`src/rtl/counter_slice_arbiter.sv`:
```
// Round-robin time-slice arbiter: one-hot grant to N requesters, each owner
// held for at most slice+1 cycles by a wrapping slice counter.
module counter_slice_arbiter #(
  parameter int N = 4,
  parameter int W = 8
) (
  input  logic         clk_i,
  input  logic         rst_i,
  input  logic [N-1:0] req_i,
  input  logic [W-1:0] slice_i,
  output logic [N-1:0] grant_o,
  output logic [W-1:0] count_o,
  output logic         done_o
);
  localparam int IW = (N > 1) ? $clog2(N) : 1;

  typedef enum logic {IDLE, GRANT} state_t;

  state_t        state_q, state_d;
  logic [IW-1:0] cur_q, cur_d;
  logic [IW-1:0] last_q, last_d;
  logic [W-1:0]  smax_q, smax_d;
  logic [W-1:0]  count_q, count_d;
  logic          active, full, early;

  // First set request strictly after base, wrapping modulo N (base itself last).
  function automatic logic [IW-1:0] rr_pick(input logic [IW-1:0] base,
                                            input logic [N-1:0]  req);
    logic [IW-1:0] sel;
    logic          found;
    int            idx;
    sel   = base;
    found = 1'b0;
    for (int i = 1; i <= N; i++) begin
      idx = (int'(base) + i) % N;
      if (!found && req[idx]) begin
        sel   = IW'(idx);
        found = 1'b1;
      end
    end
    return sel;
  endfunction

  assign active = (state_q == GRANT);
  assign full   = active && (count_q == smax_q);
  assign early  = active && !req_i[cur_q];

  always_comb begin
    state_d = state_q;
    cur_d   = cur_q;
    last_d  = last_q;
    smax_d  = smax_q;
    count_d = count_q;
    case (state_q)
      IDLE: begin
        if (|req_i) begin
          state_d = GRANT;
          cur_d   = rr_pick(last_q, req_i);
          smax_d  = slice_i;
          count_d = '0;
        end
      end
      GRANT: begin
        if (full || early) begin
          last_d  = cur_q;
          count_d = '0;
          // Hand over without an idle gap when anyone, including cur, still asks.
          if (|req_i) begin
            cur_d  = rr_pick(cur_q, req_i);
            smax_d = slice_i;
          end else begin
            state_d = IDLE;
          end
        end else begin
          count_d = count_q + 1'b1;
        end
      end
      default: begin
        state_d = IDLE;
        count_d = '0;
      end
    endcase
  end

  always_ff @(posedge clk_i or negedge rst_i) begin
    if (!rst_i) begin
      state_q <= IDLE;
      cur_q   <= '0;
      last_q  <= IW'(N - 1);
      smax_q  <= '0;
      count_q <= '0;
    end else begin
      state_q <= state_d;
      cur_q   <= cur_d;
      last_q  <= last_d;
      smax_q  <= smax_d;
      count_q <= count_d;
    end
  end

  // Outputs decode from registered state only, so reset clears them at once.
  for (genvar k = 0; k < N; k++) begin : g_grant
    assign grant_o[k] = active && (cur_q == IW'(k));
  end

  assign count_o = count_q;
  assign done_o  = full;

endmodule

```
`config.mk`:
```
export PLATFORM = sky130hd
export DESIGN_NAME = counter_slice_arbiter
export DESIGN_NICKNAME = d
export VERILOG_FILES = /design/src/rtl/counter_slice_arbiter.sv
export SDC_FILE = /design/constraint.sdc
export NUM_CORES = 1
export LEC_CHECK = 0
export BUFFER_PORTS_ARGS = -buffer_cell sky130_fd_sc_hd__clkbuf_2
export CAP_MARGIN = 40
export CORE_ASPECT_RATIO = 0.5
export CORE_MARGIN = 2
export CORE_UTILIZATION = 35
export DETAILED_ROUTE_END_ITERATION = 6
export PLACE_DENSITY = 0.55
export SKIP_LAST_GASP = 1
export SYNTH_ARGS = -nofsm -noshare
export SYNTH_HDL_FRONTEND = slang
export SYNTH_SLANG_ARGS = --single-unit
export TNS_END_PERCENT = 30
```
`constraint.sdc`:
```
create_clock -name clk_i -period 2.99 [get_ports clk_i]
set_input_delay 0.897 -clock clk_i [delete_from_list [all_inputs] [get_ports clk_i]]
set_output_delay 0.897 -clock clk_i [all_outputs]
set_load 0.005 [all_outputs]
```
# Word-level counts from Yosys, hierarchy flattened
# Index checks and enable logic that the tools add are counted.
# W data, S select, Z words.
dict set report word_totals {
  regBits 21
  in_bits 14
  elab_cells 140
}
dict set report classes {
  addsub 9
  order_cmp 9
  eq_ne 8
  mux 68
  bitwise_logic 9
  reduce_logical 32
}
# operator n
set ops {}
lappend ops {{$mux W1} 40}
lappend ops {{$lt A3 B4 Y1 const B} 8}
lappend ops {{$mux W8} 4}
lappend ops {{$pmux W8 S2} 2}
lappend ops {{$mux W2} 11}
lappend ops {{$bmux W1 S2} 9}
lappend ops {{$reduce_or A2 Y1} 8}
lappend ops {{$logic_and A1 B1 Y1} 12}
lappend ops {{$add A2 B1 Y2 const B} 4}
lappend ops {{$add A2 B2 Y2 const B} 4}
lappend ops {{$add A8 B1 Y8 const B} 1}
lappend ops {{$and A1 B1 Y1 const A} 8}
lappend ops {{$eq A8 B8 Y1} 1}
lappend ops {{$logic_not A1 Y1} 7}
lappend ops {{$ne A5 B1 Y1 const B} 1}
lappend ops {{$eq A2 B2 Y1 const B} 2}
lappend ops {{$ne A2 B1 Y1 const B} 2}
lappend ops {{$pmux W2 S2} 1}
lappend ops {{$reduce_and A4 Y1} 1}
lappend ops {{$reduce_or A4 Y1} 1}
lappend ops {{$lt A2 B3 Y1 const B} 1}
lappend ops {{$eq A2 B1 Y1 const B} 1}
lappend ops {{$logic_not A2 Y1} 1}
lappend ops {{$ne A2 B2 Y1 const B} 1}
lappend ops {{4 further kinds} 4}

# Depth between registers and ports, before layout
dict set report depth {
  ltp_word 28
  mapped_depth 8
  mapped_depth_nobuf 7
}

# Worst setup path before layout
# No wires, ideal clock.
dict set report synth_timing {
  path_type {register -> register}
  from {reg cur_q[0]}
  to {reg cur_q[0]}
  setup_ps 128
  t_arrival_ps 2241
  required_ps 2862
  path_slack_ps 621
  path_stages_with_launch 9
  n_path_buf 1
  period_less_slack_ps 2369
  path_cell_list {dfrtp_1 > buf_6 > inv_1 > ha_1 > mux4_2 > nor4b_4 > nand4_1 > a31oi_1 > nor3_2}
}
dict set report synth_via {
  elab_chain_len 26
  elab_cells_between_ends 49
  cone_classes {4 x add/sub; 2 x eq/ne; 33 x mux; 10 x reduce/logical}
}
# item line
set synth_lines {}
lappend synth_lines {{start, declared} 20} ;# logic [IW-1:0] cur_q, cur_d;
lappend synth_lines {{start signal, assigned} 94} ;# cur_q <= cur_d;
lappend synth_lines {{$add A2 B1 Y2} 35} ;# idx = (int'(base) + i) % N;
lappend synth_lines {{$bmux W1 S2} 36} ;# if (!found && req[idx]) begin
lappend synth_lines {{$mux W1 (not written as such) (2 in a row)} 36}
lappend synth_lines {{$mux W1} 36}
lappend synth_lines {{$mux W1} 68} ;# if (|req_i) begin
lappend synth_lines {{$mux W1} 64} ;# if (full || early) begin
lappend synth_lines {{$mux W1} 54} ;# case (state_q)
lappend synth_lines {{$logic_not A1 Y1} 36}
lappend synth_lines {{[... 9 more ...]} n/a}
lappend synth_lines {{$mux W1} 64}
lappend synth_lines {{$mux W1} 54}
lappend synth_lines {{$logic_not A1 Y1} 36}
lappend synth_lines {{$logic_and A1 B1 Y1} 36}
lappend synth_lines {{$mux W2} 36}
lappend synth_lines {{$mux W2} 68}
lappend synth_lines {{$mux W2} 64}
lappend synth_lines {{$pmux W2 S2} 54}
# Parallel ways exist; a longest one is shown, timed or not. The select of a mux whose other input is x is not followed.
# A chain may end at the register's enable or synchronous reset.

# Worst setup path in the final report
dict set report layout_timing {
  from {reg count_q[3], in the netlist count_o[3]}
  to {out done_o}
}
dict set report layout_via {
  elab_chain_len 2
}
# item line
set layout_lines {}
lappend layout_lines {{start, declared} 23} ;# logic [W-1:0] count_q, count_d;
lappend layout_lines {{start signal, assigned} 97} ;# count_q <= count_d;
lappend layout_lines {{$eq A8 B8 Y1} 45} ;# assign full = active && (count_q == smax_q);
lappend layout_lines {{$logic_and A1 B1 Y1} 45}
lappend layout_lines {{end, declared} 13} ;# output logic done_o
# Every way passes these cells.

==> results.md <==
- Outcome: completed
- Uppermost layer routed: met3
- Commonest non-fill, non-tap cell in the layout: clkbuf_2
- DRC errors left: 0
- IO Pins: 27
- Gr ovfl total: 0
- Pint: 0.9459 mW
- Worst Path Buf+Inv: 1
- CTS root buffer: clkbuf_8
- Worst Path Max Fanout: 6
- Util after Layout: 40.86%
- RSZ-0062 raised after global routing: false
- Chip Width: around 99 um
- TritonCTS Sinks: 21
- Startpoint Class: flop
- Final instance area: around 1800 sq um
- Async SR Flop Fraction: 100.0%
- CTS tree: built
- PortBufs: 26
- CP top delay family: simple AND/OR/NAND/NOR gates
- Post-CTS sizing: 0
- CP Launch Point: count_o[3]
- Layout cells sized above 1: 35.50%
- Syn Inst Count: 144
- Setup TNS: 0 ns
- Critical Path AT: 1.80 ns
- Slew Viols, Final: 0
- Reg2reg end: cur_q[0]
- Post-synth cell types: 52
- Largest net degree at the start of global routing: 22
- Area grow syn2layout: 12.93%
- Max Cap Viol: 0
- DR iter-0 viols: 57
- Register area share after synthesis: 33.47%
- Crit path kind: flop to output port
- Slowest cell on crit path: nor4_4
- Post-DRT Antenna Nets: 0
- H-tree levels: 1
- All-layer global routing usage: 13.71%
- CP max stage delay: around 0.5 ns
- Vias in the first global route: 1123
- Seq cells post-synth: 21
- Starting density of the core: 36.18%
- CP endpoint kind: output port
- Worst reg2reg path depth: 7
- Combinational power share: 56.2%
- Clk pwr share: 12.0%
- Post-synth EDFFs: 0
- Cts bufs inserted: 3
- Most frequent cells in the layout: clkbuf_2 (26), dfrtp_1 (19), xor2_1 (8), mux2_4 (8), nor2_1 (8)
- Clk_lat worst skew: 0.26 ns
- Die ar.: 5093 sq um
- Ys Warns: 0
- Dominant synthesized flop cell: dfrtp_1
- Final critical-path share of the clock period: between 90% and 100%
- NumNets Final: around 190
- Final setup vio count: 0
- Max Freq: 370.7 MHz
- First-pass GRT wire length: roughly 5.5 mm
- Drt pass-1 iters: 4
- Syn avg cell area: 10.96 sq um
- HP Start: smax_q[1]
- Psw: 0.6386 mW
- Flop-to-flop setup slack: approximately 0.50 ns
- Worst Skew: ~0.0010 ns
- Crit-path cells: xor2_1 > nor4_4 > and3_1 > clkbuf_2
- Crit path time final: roughly 2.7 ns
- WL final: 3.123 mm
- Number of antenna violations at the first check in global routing: 0
- Final hold vios: 0
- Row cnt: 17
- CORE AREA: 4360 sq um
- Worst hold stages: 1
- Sw Ratio: around two fifths
- Worst Hold Path EP: smax_q[1]
- Dpl cell area: 1737 sq um
- GP Congestion: 0.6936
- Routed vias/inst: 5.062
- DR WL met3: 79 um
- Die Ht: 51.48 um
- DR WL met2: 1.436 mm
- Avg WL per Cell: around 14 um
- Mapped Area: 1578 sq um
- Synthesized Nets: 163
- Pleak: 0.8069 nW
- Hold Buf Count CTS: 0
- VDD IR-drop max: 0.0002291 V
- Worst min path class: flop to flop
- Part of the power in registers: a little under a third
- Clock transition at path regs: 0.08 ns
- Slew headroom: 64.37%
- DP HPWL: roughly 2.3 mm
- Worst hold slack: 0.5403 ns
- RR Startpoint: cur_q[1]
- Worst-Margin Slew: ~0.53 ns
- Total vias in the final route: around 1.1k
- Critical path required time: 2.09 ns
- Met1 Wirelength: ~1.6 mm
- Ant. Diodes: 0
- Max clock buf depth: 2
- Pwr Density: 889.3 nW/um^2
- Post-CTS Setup Bufs: 0
==> kinds of logic (layout without fill, tap and decap cells) <==
logic type	count (synthesis)	count (layout)	share of synthesized area (%)
muxes	16	16	16.10
DFF	21	21	33.47
AOI/OAI and AO/OA	33	33	15.23
xor gates and xnor gates	8	8	4.441
adders and majority gates	5	5	3.965
and+or+nand+nor	47	47	21.49
buffers and inverters	14	39	5.313
==> worst reg2reg max path, cell delays in order (launching register included) <==
cell	delay [ns]
dfrtp_1	0.49
inv_1	0.13
ha_1	0.38
mux4_2	0.60
nor4b_4	0.30
nand4_1	0.17
a31oi_1	0.24
nor3_2	0.06
==> flip-flops by register name (all words and copies together) (netlist names) <==
name	count
smax_q	8
active	1
cur_q	2
count_o	8
last_q	2
==> power groups by stage <==
| stage | clock network, mW | logic (mW) | registers (mW) |
|---|---|---|---|
| 4_1_cts | 0.196 | 0.906 | 0.506 |
| 5_1_grt | 0.214 | 0.989 | 0.525 |
| 3_3_place_gp | 0 | 0.889 | 0.509 |
| 2_1_floorplan | 0 | 0.759 | 0.475 |
| 6_report | 0.190 | 0.891 | 0.504 |
| 3_5_place_dp | 0 | 0.900 | 0.513 |
==> cell usage after synthesis, types with 3 or more instances <==
cell	n	share of area (%)
mux2_4	8	7.6
nand3_1	5	1.6
nor2_1	8	1.9
a21oi_1	6	1.9
buf_6	4	2.9
or3_1	3	1.2
nand2_1	5	1.2
dfrtp_1	19	30
o21ai_0	5	1.6
nand2b_1	4	1.6
mux4_2	4	5.7
ha_1	5	4.0
nor4_4	3	4.0
and2_1	4	1.6
xor2_1	8	4.4
inv_1	7	1.7
==> per-layer routing <==
layer	global-route usage (%)	vias up
met5	0	-
li1	-	577
met1	18.89	547
met3	2.873	0
met2	22.52	20
met4	2.740	0
==> metrics by stage <==
step                      worst slack, ns  cells  total power [mW]
final                              0.2926    226             1.585
after global placement             0.4369    222             1.398
after detailed placement           0.4224    222             1.412
after floorplan                    0.6206    144             1.234
after CTS                          0.2761    226             1.608
after global routing               0.2033    226             1.728
==> cell type report <==
cell class	instances	area, sq um
Fill cell	418	2579
Clock buffer	4	45.04
Sequential cell	21	528.0
Timing Repair Buffer	28	145.1
Tap cell	57	71.32
Multi-Input combinational cell	109	965.9
Inverter	7	26.28
==> how the worst max path moves through the flow <==
stage / end / slack, ns / cells past startpoint
finish: done_o / 0.29 / 4
detailed placement: cur_q[0] / 0.42 / 6
CTS: done_o / 0.28 / 4
floorplan: cur_q[0] / 0.62 / 8
global placement: cur_q[0] / 0.44 / 6
global route: done_o / 0.20 / 4
Power figures use the tool's default switching activity.
